File: config.mk
export PLATFORM = sky130hd
export DESIGN_NAME = fft4_scheduler
export DESIGN_NICKNAME = d
export VERILOG_FILES = /design/src/rtl/fft4_scheduler.sv
export SDC_FILE = /design/constraint.sdc
export NUM_CORES = 1
export LEC_CHECK = 0
export ABC_AREA = 1
export CAP_MARGIN = 30
export CORE_AREA = 2 2 372 374
export DETAILED_ROUTE_END_ITERATION = 6
export DIE_AREA = 0 0 374 376
export HOLD_SLACK_MARGIN = 0.06
export PLACE_DENSITY = 0.35
export REMOVE_ABC_BUFFERS = 1
export SYNTH_ARGS = -nofsm -noshare
export SYNTH_HDL_FRONTEND = slang
export SYNTH_SLANG_ARGS = --single-unit
File: constraint.sdc
create_clock -name clk -period 3.4 [get_ports clk]
set_input_delay 0.34 -clock clk [delete_from_list [all_inputs] [get_ports clk]]
set_output_delay 0.34 -clock clk [all_outputs]
set_load 0.01 [all_outputs]
File: src/rtl/fft4_scheduler.sv
// fft4_scheduler: round-robin sharing of one 4-point FFT engine among
// NUM_REQ requesters, with frame latching, start/done sequencing, a single
// valid/ready result port and timeout recovery of the engine.
module fft4_scheduler #(
  parameter int unsigned WIDTH   = 16,
  parameter int unsigned NUM_REQ = 4,
  parameter int unsigned TIMEOUT = 15
) (
  input  logic                          clk,
  input  logic                          rst_n,
  input  logic [NUM_REQ-1:0]            req_valid,
  output logic [NUM_REQ-1:0]            req_ready,
  input  logic [NUM_REQ*8*WIDTH-1:0]    req_data,
  output logic                          eng_start,
  output logic                          eng_rst,
  output logic [8*WIDTH-1:0]            eng_x,
  input  logic                          eng_done,
  input  logic [8*(WIDTH+2)-1:0]        eng_y,
  output logic                          res_valid,
  input  logic                          res_ready,
  output logic [$clog2(NUM_REQ)-1:0]    res_id,
  output logic [8*(WIDTH+2)-1:0]        res_data,
  output logic                          busy,
  output logic                          timeout_err
);

  localparam int unsigned ID_W  = $clog2(NUM_REQ);
  localparam int unsigned X_W   = 8 * WIDTH;
  localparam int unsigned Y_W   = 8 * (WIDTH + 2);
  localparam int unsigned CNT_W = $clog2(TIMEOUT + 1);

  typedef enum logic [1:0] {
    S_IDLE  = 2'd0,
    S_ISSUE = 2'd1,
    S_WAIT  = 2'd2,
    S_OUT   = 2'd3
  } state_t;

  state_t             state_q, state_d;
  logic [ID_W-1:0]    ptr_q, ptr_d;
  logic [ID_W-1:0]    cur_id_q, cur_id_d;
  logic [X_W-1:0]     eng_x_q, eng_x_d;
  logic [CNT_W-1:0]   cnt_q, cnt_d;
  logic               res_valid_q, res_valid_d;
  logic [ID_W-1:0]    res_id_q, res_id_d;
  logic [Y_W-1:0]     res_data_q, res_data_d;
  logic               eng_start_q, eng_start_d;
  logic               eng_rst_q, eng_rst_d;
  logic               timeout_err_q, timeout_err_d;
  logic               busy_q, busy_d;

  logic               gnt_found;
  logic [ID_W-1:0]    gnt_idx;
  logic [ID_W-1:0]    cand;
  logic               req_hs;

  // Round-robin search: first valid requester at or after ptr.
  always_comb begin
    gnt_found = 1'b0;
    gnt_idx   = '0;
    cand      = '0;
    for (int unsigned k = 0; k < NUM_REQ; k++) begin
      cand = ID_W'((32'(ptr_q) + k) % NUM_REQ);
      if (!gnt_found && req_valid[cand]) begin
        gnt_found = 1'b1;
        gnt_idx   = cand;
      end
    end
  end

  // Grant is offered only in IDLE and never while reset is applied.
  assign req_hs    = (state_q == S_IDLE) && gnt_found && rst_n;
  assign req_ready = req_hs ? (NUM_REQ'(1) << gnt_idx) : '0;

  // Next-state and output logic for the scheduling FSM.
  always_comb begin
    state_d       = state_q;
    ptr_d         = ptr_q;
    cur_id_d      = cur_id_q;
    eng_x_d       = eng_x_q;
    cnt_d         = cnt_q;
    res_valid_d   = res_valid_q;
    res_id_d      = res_id_q;
    res_data_d    = res_data_q;
    eng_start_d   = 1'b0;
    eng_rst_d     = 1'b0;
    timeout_err_d = 1'b0;

    case (state_q)
      S_IDLE: begin
        if (req_hs) begin
          eng_x_d     = req_data[32'(gnt_idx) * X_W +: X_W];
          cur_id_d    = gnt_idx;
          ptr_d       = ID_W'((32'(gnt_idx) + 32'd1) % NUM_REQ);
          eng_start_d = 1'b1;
          state_d     = S_ISSUE;
        end
      end
      S_ISSUE: begin
        cnt_d   = '0;
        state_d = S_WAIT;
      end
      S_WAIT: begin
        cnt_d = cnt_q + CNT_W'(1);
        if (eng_done) begin
          res_data_d  = eng_y;
          res_id_d    = cur_id_q;
          res_valid_d = 1'b1;
          state_d     = S_OUT;
        end else if (cnt_q == CNT_W'(TIMEOUT - 1)) begin
          // Engine never answered: reset it and drop the frame.
          eng_rst_d     = 1'b1;
          timeout_err_d = 1'b1;
          cnt_d         = '0;
          state_d       = S_IDLE;
        end
      end
      S_OUT: begin
        if (res_ready) begin
          res_valid_d = 1'b0;
          state_d     = S_IDLE;
        end
      end
      default: state_d = S_IDLE;
    endcase

    busy_d = (state_d != S_IDLE);
  end

  // State and output registers with synchronous active-low reset.
  always_ff @(posedge clk) begin
    if (!rst_n) begin
      state_q       <= S_IDLE;
      ptr_q         <= '0;
      cur_id_q      <= '0;
      eng_x_q       <= '0;
      cnt_q         <= '0;
      res_valid_q   <= 1'b0;
      res_id_q      <= '0;
      res_data_q    <= '0;
      eng_start_q   <= 1'b0;
      eng_rst_q     <= 1'b0;
      timeout_err_q <= 1'b0;
      busy_q        <= 1'b0;
    end else begin
      state_q       <= state_d;
      ptr_q         <= ptr_d;
      cur_id_q      <= cur_id_d;
      eng_x_q       <= eng_x_d;
      cnt_q         <= cnt_d;
      res_valid_q   <= res_valid_d;
      res_id_q      <= res_id_d;
      res_data_q    <= res_data_d;
      eng_start_q   <= eng_start_d;
      eng_rst_q     <= eng_rst_d;
      timeout_err_q <= timeout_err_d;
      busy_q        <= busy_d;
    end
  end

  // Engine is held in reset along with the scheduler.
  assign eng_rst     = eng_rst_q | ~rst_n;
  assign eng_start   = eng_start_q;
  assign eng_x       = eng_x_q;
  assign res_valid   = res_valid_q;
  assign res_id      = res_id_q;
  assign res_data    = res_data_q;
  assign busy        = busy_q;
  assign timeout_err = timeout_err_q;

endmodule

==> impl_metrics.yaml <==
drt:
  wirelength_um: 112000
  drtPass1Iterations: 5
  wire_per_inst_um: 22.0
  drcViolationCount: 0
  drt.antenna.violating_nets: 0
  route.vias.total: 18800
  via_per_inst: 3.69
  drt_iter0_drc: 917
timing:
  slew_headroom: 0.508
  setup_viol: 0
  drv_slew: 0
  setup_ws_ns: 0.214
  period_minus_slack_ns: 3.19
  hold_viol_final: 0
  worst_pin_slew_ns: 0.736
  finClkSkew_ns: 0.0219
  fmax_ghz: 0.314
  period_share: 0.937
floorplan:
  io_pins: 947
  coreArea_um2: 137000
  die_h_um: 376
  die_x_um: 374
  dieArea_um2: 141000
  start_util: 0.107
  std_cell_rows: 136
power:
  p_leak_nw: 11.3
  p_int_mw: 12.2
  switching_share: 0.482
  power.density_nw_per_um2: 849
  clock_power_share: 0.197
  p_total_mw: 23.6
  seqPwrFrac: 0.198
  vdd_drop_max_mv: 1.04
  switching_power_mw: 11.4
  combPwrFrac: 0.604
placement:
  gp_congestion: 0.853
  io_buffers: 946
  place_ws_ns: 0.408
  place_hpwl_um: 87700
logic_synthesis:
  synth_warnings: 0
  syn_area_per_cell_um2: 6.16
  netlist_area_um2: 14600
  synth_async_sr_flop_share: 0
  synth-main-ff-cell: "dfxtp_1"
  synth_seq_cells: 288
  ys_types: 25
  ys_seq_area_frac: 0.395
  syn_inst: 2370
  synth-edff-count: 0
critical_path:
  crit_type: "register to output port"
  crit_start: "ptr_q[0]"
  crit_arrival_ns: 2.85
  cp-endpoint: "req_ready[2]"
  r2r_setup_slack_ns: 0.71
  path_max_fanout: 11
  reg2reg_from: "ptr_q[0]"
  r2r-end: "eng_x[108]"
  cp.required_ns: 3.06
  rr_worst_depth: 16
  crit_path_end_kind: "output port"
  crit_path_start_kind: "register"
grt:
  grt_pass1_vias: 19200
  grt_usage: 0.152
  grt_max_degree: 80
  grt_pass1_wl_um: 152000
  antenna_found_initial: 62
  grt_overflow: 0
clock_tree:
  hold_buffers: 0
  path_clk_slew_ns: 0.05
  cts_tree: "done"
  cts_sinks: 288
  root_buffer: "clkbuf_16"
  numCtsBuffers: 45
  cts_max_level: 2
  clockBufferDepth: 3
  worstSkewPairLatency_ns: 0.61
final_layout:
  area_growth_pct: 90.0
  fin_nets: 3928
  final_cell_mix: "944 x clkdlybuf4s50_1, 909 x nand2_1, 417 x nor2_1, 294 x nand3_1, 287 x dfxtp_1"
  layout-drive-gt1-share: 0.0479
  layout_commonest_cell: "clkdlybuf4s50_1"
job:
  drv_cap: 0
min_path:
  hold_path_class: "input port to register"
status:
  status: "complete, no violations"
-- area by class of cell --
type / count / area [um^2]
Antenna cell: 20 / 50.0
Clock buffer: 60 / 1290
Clock inverter: 13 / 128
Fill cell: 15600 / 109000
Inverter: 51 / 213
Multi-Input combinational cell: 1855 / 7850
Sequential cell: 288 / 5770
Tap cell: 1794 / 2240
Timing Repair Buffer: 1012 / 10200
-- sequential cells by signal, summed over array words and instances, names as in the netlist --
| name | flops |
|---|---|
| busy | 1 |
| res_data | 144 |
| ptr_q | 2 |
| res_valid | 1 |
| eng_x | 128 |
| cur_id_q | 2 |
| eng_start | 1 |
| state_q | 2 |
| cnt_q | 4 |
| res_id | 2 |
| timeout_err | 1 |
-- through the flow --
stage	instance area (um^2)	hold WS (ns)	utilization	TNS, ns	std cells
4_1_cts	27700	0.0702	0.202	0	5069
5_1_grt	27700	0.0953	0.203	-0.000693	5088
2_1_floorplan	13800	0.438	-	-775.50	2194
3_5_place_dp	26200	0.462	0.192	0	4996
6_report	27700	0.134	0.203	0	5093
3_3_place_gp	26200	0.459	0.192	0	4996
-- Yosys cell counts, types with 2 or more instances --
cell	count	area, um^2
nand2_1	911	3420
nor2_1	418	1570
nand3_1	294	1470
dfxtp_1	288	5770
o21ai_0	158	791
clkbuf_1	90	338
buf_2	62	310
inv_1	44	165
nand4_1	41	257
ha_1	11	138
buf_4	9	67.6
buf_6	9	101
a21oi_1	7	35.0
buf_1	6	22.5
inv_2	6	22.5
nand2_2	4	25.0
nand3_2	2	20.0
or2_2	2	12.5
xor2_1	2	17.5
-- power by group through the flow --
stage          Clock (mW)  Sequential [mW]  Combinational, mW
2_1_floorplan           0             4.97               5.57
3_3_place_gp            0             4.72               14.6
3_5_place_dp            0             4.72               14.5
4_1_cts              4.90             4.68               14.6
5_1_grt              5.02             4.76               15.9
6_report             4.65             4.67               14.2
-- worst min-delay path by stage --
stage / startpoint / endpoint / slack [ns] / cells after the start
floorplan: rst_n / eng_x[127] / 0.44 / 2
global placement: eng_x[92] / eng_x[92] / 0.46 / 2
detailed placement: eng_x[88] / eng_x[88] / 0.46 / 2
CTS: rst_n / res_id[1] / 0.07 / 3
global route: rst_n / res_id[0] / 0.1 / 3
finish: rst_n / res_id[1] / 0.13 / 3
-- worst max-delay path, stage by stage (launching register included) --
cell and delay, ns:
dfxtp_1 0.32, buf_6 0.15, inv_4 0.07, nand2_1 0.07, nand2_2 0.08, nand2_1 0.09, nand2_1 0.09, nor2_4 0.15
nand3_1 0.09, nand3_1 0.12, nand2_4 0.09, inv_2 0.10, ha_1 0.14, inv_1 0.04, nor2_1 0.10, clkdlybuf4s50_1 0.54
-- logic make-up (layout without fill, tap and decap cells) --
group	Yosys count	after routing	synth area share
AND/OR/NAND/NOR	1675	1675	0.466
flip-flops	288	288	0.395
buffers and inverters	227	1136	0.0706
AO/OA/AOI/OAI	167	167	0.0575
adder cells (fa/ha/maj)	11	11	0.00943
XOR/XNOR	2	2	0.00120
other	0	20	0
-- metal layers --
metal  share of wire  routed length [um]  GRT usage
met5          0.0029                 326          0
met3           0.091               10100     0.0597
met4           0.033                3640     0.0607
met1            0.39               43600      0.170
met2            0.48               54100      0.258
-- what timing repair did --
action                     4_1_cts  5_1_grt
pin swaps                        0        2
setup endpoints to repair        2        4
setup buffers                    0        4
resized for setup                1        4
No activity file was read; power rests on OpenSTA's default activity.
